--- config.mk ---
export PLATFORM = sky130hd
export DESIGN_NAME = gen_lane_shuffle_pipe_flat
export DESIGN_NICKNAME = d
export VERILOG_FILES = /design/src/rtl/gen_lane_shuffle_pipe_if.sv /design/src/rtl/gen_lane_shuffle_pipe.sv /design/src/flat_wrapper.sv
export SDC_FILE = /design/constraint.sdc
export NUM_CORES = 1
export LEC_CHECK = 0
export ABC_CLOCK_PERIOD_IN_PS = 3600
export CELL_PAD_IN_SITES_DETAIL_PLACEMENT = 0
export CELL_PAD_IN_SITES_GLOBAL_PLACEMENT = 2
export CORE_UTILIZATION = 36
export DETAILED_ROUTE_END_ITERATION = 8
export GPL_TIMING_DRIVEN = 0
export PLACE_DENSITY_LB_ADDON = 0.1
export SYNTH_ARGS = -nofsm -noshare
export SYNTH_HDL_FRONTEND = slang
export SYNTH_SLANG_ARGS = --single-unit
export TNS_END_PERCENT = 30
--- constraint.sdc ---
create_clock -name clk -period 3.6 [get_ports clk]
set_input_delay 0.54 -clock clk [delete_from_list [all_inputs] [get_ports clk]]
set_output_delay 0.54 -clock clk [all_outputs]
set_load 0.02 [all_outputs]
--- src/rtl/gen_lane_shuffle_pipe_if.sv ---
// Streaming bus for the lane shuffle pipe: producer-side beat with mode,
// consumer-side transformed beat, and the completed-transfer count.
interface gen_lane_shuffle_pipe_if #(
  parameter int unsigned LANES  = 4,
  parameter int unsigned LANE_W = 8,
  parameter int unsigned CNT_W  = 16
);
  localparam int unsigned W = LANES * LANE_W;

  logic             in_valid;
  logic             in_ready;
  logic [W-1:0]     in_data;
  logic [2:0]       in_mode;
  logic             out_valid;
  logic             out_ready;
  logic [W-1:0]     out_data;
  logic [CNT_W-1:0] xfer_count;

  modport master (
    output in_valid, in_data, in_mode, out_ready,
    input  in_ready, out_valid, out_data, xfer_count
  );

  modport slave (
    input  in_valid, in_data, in_mode, out_ready,
    output in_ready, out_valid, out_data, xfer_count
  );
endinterface

--- src/rtl/gen_lane_shuffle_pipe.sv ---
// Elastic lane/bit shuffle: per-beat mode selects a reordering of the input
// word, and the result flows through STAGES valid/ready register stages.
module gen_lane_shuffle_pipe #(
  parameter int unsigned LANES  = 4,
  parameter int unsigned LANE_W = 8,
  parameter int unsigned STAGES = 2,
  parameter int unsigned CNT_W  = 16
) (
  input  logic                    clk,
  input  logic                    rst,
  gen_lane_shuffle_pipe_if.slave  bus
);
  localparam int unsigned W = LANES * LANE_W;

  logic [W-1:0] t_inv;
  logic [W-1:0] t_lrev;
  logic [W-1:0] t_brev;
  logic [W-1:0] t_frev;
  logic [W-1:0] t_mir;
  logic [W-1:0] xf_c;

  assign t_inv = ~bus.in_data;

  // Lane-granular and in-lane bit permutations
  for (genvar k = 0; k < LANES; k++) begin : g_lane
    for (genvar b = 0; b < LANE_W; b++) begin : g_bit
      assign t_lrev[k*LANE_W + b] = bus.in_data[(LANES-1-k)*LANE_W + b];
      assign t_brev[k*LANE_W + b] = bus.in_data[k*LANE_W + (LANE_W-1-b)];
    end
  end

  // Whole-word permutations; odd W leaves the middle bit in place for mirror
  for (genvar i = 0; i < W; i++) begin : g_word
    assign t_frev[i] = bus.in_data[W-1-i];
    if (i < W/2) begin : g_lo
      assign t_mir[i] = bus.in_data[i];
    end else begin : g_hi
      assign t_mir[i] = bus.in_data[W-1-i];
    end
  end

  always_comb begin
    xf_c = bus.in_data;
    case (bus.in_mode)
      3'd1:    xf_c = t_inv;
      3'd2:    xf_c = t_lrev;
      3'd3:    xf_c = t_brev;
      3'd4:    xf_c = t_frev;
      3'd5:    xf_c = t_mir;
      default: xf_c = bus.in_data;
    endcase
  end

  logic [STAGES-1:0] vld;
  logic [STAGES-1:0] rdy;
  logic [STAGES-1:0] up_vld;
  logic [W-1:0]      dat    [STAGES];
  logic [W-1:0]      up_dat [STAGES];
  logic [CNT_W-1:0]  cnt;

  // Ready ripples back from the consumer; a stage is free if empty or draining
  always_comb begin
    rdy = '0;
    rdy[STAGES-1] = !vld[STAGES-1] | bus.out_ready;
    for (int s = int'(STAGES) - 2; s >= 0; s--) begin
      rdy[s] = !vld[s] | rdy[s+1];
    end
  end

  always_comb begin
    up_vld    = '0;
    up_vld[0] = bus.in_valid;
    up_dat[0] = xf_c;
    for (int s = 1; s < int'(STAGES); s++) begin
      up_vld[s] = vld[s-1];
      up_dat[s] = dat[s-1];
    end
  end

  always_ff @(posedge clk or posedge rst) begin
    if (rst) begin
      vld <= '0;
      for (int s = 0; s < int'(STAGES); s++) begin
        dat[s] <= '0;
      end
    end else begin
      for (int s = 0; s < int'(STAGES); s++) begin
        if (rdy[s]) begin
          vld[s] <= up_vld[s];
          if (up_vld[s]) begin
            dat[s] <= up_dat[s];
          end
        end
      end
    end
  end

  always_ff @(posedge clk or posedge rst) begin
    if (rst) begin
      cnt <= '0;
    end else if (vld[STAGES-1] && bus.out_ready) begin
      cnt <= cnt + CNT_W'(1);
    end
  end

  assign bus.in_ready   = rdy[0];
  assign bus.out_valid  = vld[STAGES-1];
  assign bus.out_data   = dat[STAGES-1];
  assign bus.xfer_count = cnt;
endmodule

--- src/flat_wrapper.sv ---
// flat-port wrapper written by rule: the top's interface ports become plain ports
module gen_lane_shuffle_pipe_flat 
#(
  parameter int unsigned LANES  = 4,
  parameter int unsigned LANE_W = 8,
  parameter int unsigned STAGES = 2,
  parameter int unsigned CNT_W  = 16
)
  (clk, rst, bus_in_valid, bus_in_data, bus_in_mode, bus_out_ready, bus_in_ready, bus_out_valid, bus_out_data, bus_xfer_count);
  gen_lane_shuffle_pipe_if #(.LANES(LANES), .LANE_W(LANE_W), .CNT_W(CNT_W)) bus_i ();
  input  logic clk;
  input  logic rst;
  input wire logic [$bits(bus_i.in_valid)-1:0] bus_in_valid;
  input wire logic [$bits(bus_i.in_data)-1:0] bus_in_data;
  input wire logic [$bits(bus_i.in_mode)-1:0] bus_in_mode;
  input wire logic [$bits(bus_i.out_ready)-1:0] bus_out_ready;
  output wire logic [$bits(bus_i.in_ready)-1:0] bus_in_ready;
  output wire logic [$bits(bus_i.out_valid)-1:0] bus_out_valid;
  output wire logic [$bits(bus_i.out_data)-1:0] bus_out_data;
  output wire logic [$bits(bus_i.xfer_count)-1:0] bus_xfer_count;
  assign bus_i.in_valid = bus_in_valid;
  assign bus_i.in_data = bus_in_data;
  assign bus_i.in_mode = bus_in_mode;
  assign bus_i.out_ready = bus_out_ready;
  assign bus_in_ready = bus_i.in_ready;
  assign bus_out_valid = bus_i.out_valid;
  assign bus_out_data = bus_i.out_data;
  assign bus_xfer_count = bus_i.xfer_count;
  gen_lane_shuffle_pipe #(.LANES(LANES), .LANE_W(LANE_W), .STAGES(STAGES), .CNT_W(CNT_W)) u_core (.clk(clk), .rst(rst), .bus(bus_i));
endmodule
==> run metrics <==
share of layout cells above drive strength 1 between 20% and 30%; Post-Synthesis Cells 438; Worst Setup End Kind primary output; # fillers between 1,000 and 1,500; busiest layer in global routing met2; first-pass GRT wire length slightly below 20,000 um; die footprint 0.0132 mm2; library cells used by synthesis 55; GR Overflow Total 0; slowest CP cell clkdlybuf4s50_1; CTS clk-pin slew, worst paths around 0.060 ns; Peak VDD IR between 0.0002 and 0.00025 V; DRC errors left 0; setup total negative slack 0 ns; drt first pass iters 5; row cnt 40; antenna diode count 0; CP Max Fanout 4; CP arrival about 1.9 ns; Via Count 3,782; num ports between 80 and 90; Sw Share 30.3%; f_max ~0.41 GHz; clk_lat worst skew roughly 0.34 ns; CTS buffer count 9; Final WS setup 1.18 ns; clock skew 0.00833 ns; Critical Path RT between 3 and 4 ns; Routed WL per cell approximately 18 um; flops & latches, synth 82; largest net degree at the start of global routing 58; clk buf depth 2; routing usage on met2 a little under a third; critical path class input pin to primary output; TritonCTS clock tree yes; sequential area share after synthesis about 45%; GPL Wtd Cong roughly 0.83; total wire length 12,500 um; CTS sink count slightly above 80; RSZ-0062 raised after global routing no; # H-tree levels 3; post-DP HPWL 9200 um; Slew HR 52.1%; FF-to-FF setup slack between 2 and 2.5 ns; pre-CTS setup slack between 1 and 1.5 ns; fraction of registers with async set/reset 100%; Post-synth top flop dfrtp_1; crit path launch type input pin; PD cells about 570 mW/mm2; yosys warns 0; status finished clean; CP peak stage delay 0.61 ns; leakage power total between 2 and 3 nW; routing usage on met3 under 10%; port bufs between 80 and 90; CTS resizes 0; Reg power frac ~36%; internal power approximately 2.4 mW; Root Buffer Master clkbuf_16; Initial Utilization a little under two fifths; Final Max Slew Viols 0; Area contributors post-synth dfrtp_1, mux2_2, buf_4; met1 global-route usage around 28%; worst slew pin tran between 0.7 and 0.8 ns; cts hold-fix bufs 0; Top cell by count, worst path clkdlybuf4s50_1; fin crit period 2.42 ns; Mean Syn Cell Area 10.5 um2; Final setup viols 0; DRT iter0 DRCs between 200 and 250; Switch Pwr roughly 1.0 mW; postcts setup bufs 0; vias in the first global route 3,656; worst min-delay path class register to register; initial antenna violation count 0; Synth top area share around 45%; vias per cell approximately 5.3; Total Routing Usage GR about a fifth; Post-synth EDFFs 0; Die Y about 110 um; # nets final 578; syn_nets roughly 480; Die X between 100 and 150 um; max cap viols 0; Core Area 0.0122 mm2; Final Hold Fails 0; Yosys top cell by area dfrtp_1; most frequent cells in the layout clkdlybuf4s50_1, dfrtp_1, o21ai_1, nand2_1, buf_4; fin crit share 67.2%; Mapped Area between 0.004 and 0.005 mm2; Antenna Nets Post-Route 0; Layout area overhead 31.8%; most common cell after layout, fill and taps aside clkdlybuf4s50_1; clock share of power about 30%; Cell Chain, Critical Path clkdlybuf4s50_1 > nand3b_2 > clkdlybuf4s50_1; combinational power share between 30% and 40%
==> worst paths after layout <==
kind	from	endpoint	cells after the start
hold / removal	u_core.bus.xfer_count[15]	u_core.bus.xfer_count[15]	1
setup / recovery	bus_out_ready	bus_in_ready	3
max in group asynchronous	rst	u_core.bus.out_data[18]	3
hold reg to reg	u_core.bus.xfer_count[15]	u_core.bus.xfer_count[15]	1
setup reg to reg	u_core.vld[1]	u_core.bus.out_data[10]	4
min in group asynchronous	rst	u_core.bus.out_data[9]	2
==> worst max-delay path: cells and delay by family <==
kind | cells | cell delay [ns]
AND/OR/NAND/NOR | 1 | 0.18
buffers and inverters | 2 | 1.15
==> cell families (layout without fill, tap and decap cells) <==
kind of cell | after synthesis | after routing | synth area share [%]
DFF | 82 | 82 | 44.8
xor gates and xnor gates | 16 | 16 | 3.06
adders and majority gates | 1 | 1 | 0.273
buffers and inverters | 64 | 169 | 10.2
and+or+nand+nor | 96 | 96 | 10.7
AOI/OAI and AO/OA | 144 | 144 | 22.4
muxes | 35 | 35 | 8.54
==> per-layer routing <==
metal / wire, um / part of all wire (%) / up-vias
li1: - / - / 1787
met4: 225 / 1.8 / 0
met2: 5690 / 46 / 127
met5: 0 / 0 / -
met3: 658 / 5.3 / 17
met1: 5910 / 47 / 1851
==> synth_stat cells, types with 5 or more instances <==
cell,n
nand2_1,38
buf_2,13
a221oi_2,6
o2bb2ai_1,9
o22a_1,14
nand3_1,6
mux2_2,23
a21o_1,6
a22oi_1,16
buf_6,11
xnor2_1,12
o21ai_0,11
mux2_1,10
a31oi_1,5
dfrtp_1,82
o21ai_1,38
a21oi_1,14
buf_4,34
nor2_1,19
a221oi_1,15
==> final cells by class <==
| type | instances | area, um2 | area share (%) |
|---|---|---|---|
| plain buffers | 61 | 457 | 7.56 |
| clock buffers | 11 | 253 | 4.18 |
| clock inverters | 5 | 85.1 | 1.41 |
| inverters | 3 | 13.8 | 0.228 |
| multi-input cells | 292 | 2060 | 34.2 |
| flip-flops and latches | 82 | 2050 | 34.0 |
| well taps | 168 | 210 | 3.48 |
| repair buffers | 89 | 908 | 15.0 |
==> through the flow <==
stage | hold slack (ns) | area, um2 | util, % | total power [mW] | std cells
after floorplan | 0.448 | 4580 | - | 1.94 | 438
after global placement | 0.462 | 5680 | 46.5 | 2.38 | 694
after detailed placement | 0.471 | 5710 | 46.7 | 2.40 | 695
after CTS | 0.480 | 6040 | 49.5 | 3.46 | 711
after global routing | 0.503 | 6040 | 49.5 | 3.59 | 711
final | 0.472 | 6040 | 49.5 | 3.41 | 711
==> power groups by stage <==
stage,sequential (mW),combinational (mW),clock [mW]
after floorplan,1.27,0.671,0
after global placement,1.26,1.13,0
after detailed placement,1.27,1.14,0
after CTS,1.25,1.14,1.07
after global routing,1.27,1.21,1.10
final,1.24,1.13,1.04
==> state kept, by name (all words and copies together) (netlist names) <==
signal	cells
u_core.dat	32
u_core.vld	2
u_core.bus.xfer_count	16
u_core.bus.out_data	32
No activity file was read; power rests on OpenSTA's default activity.
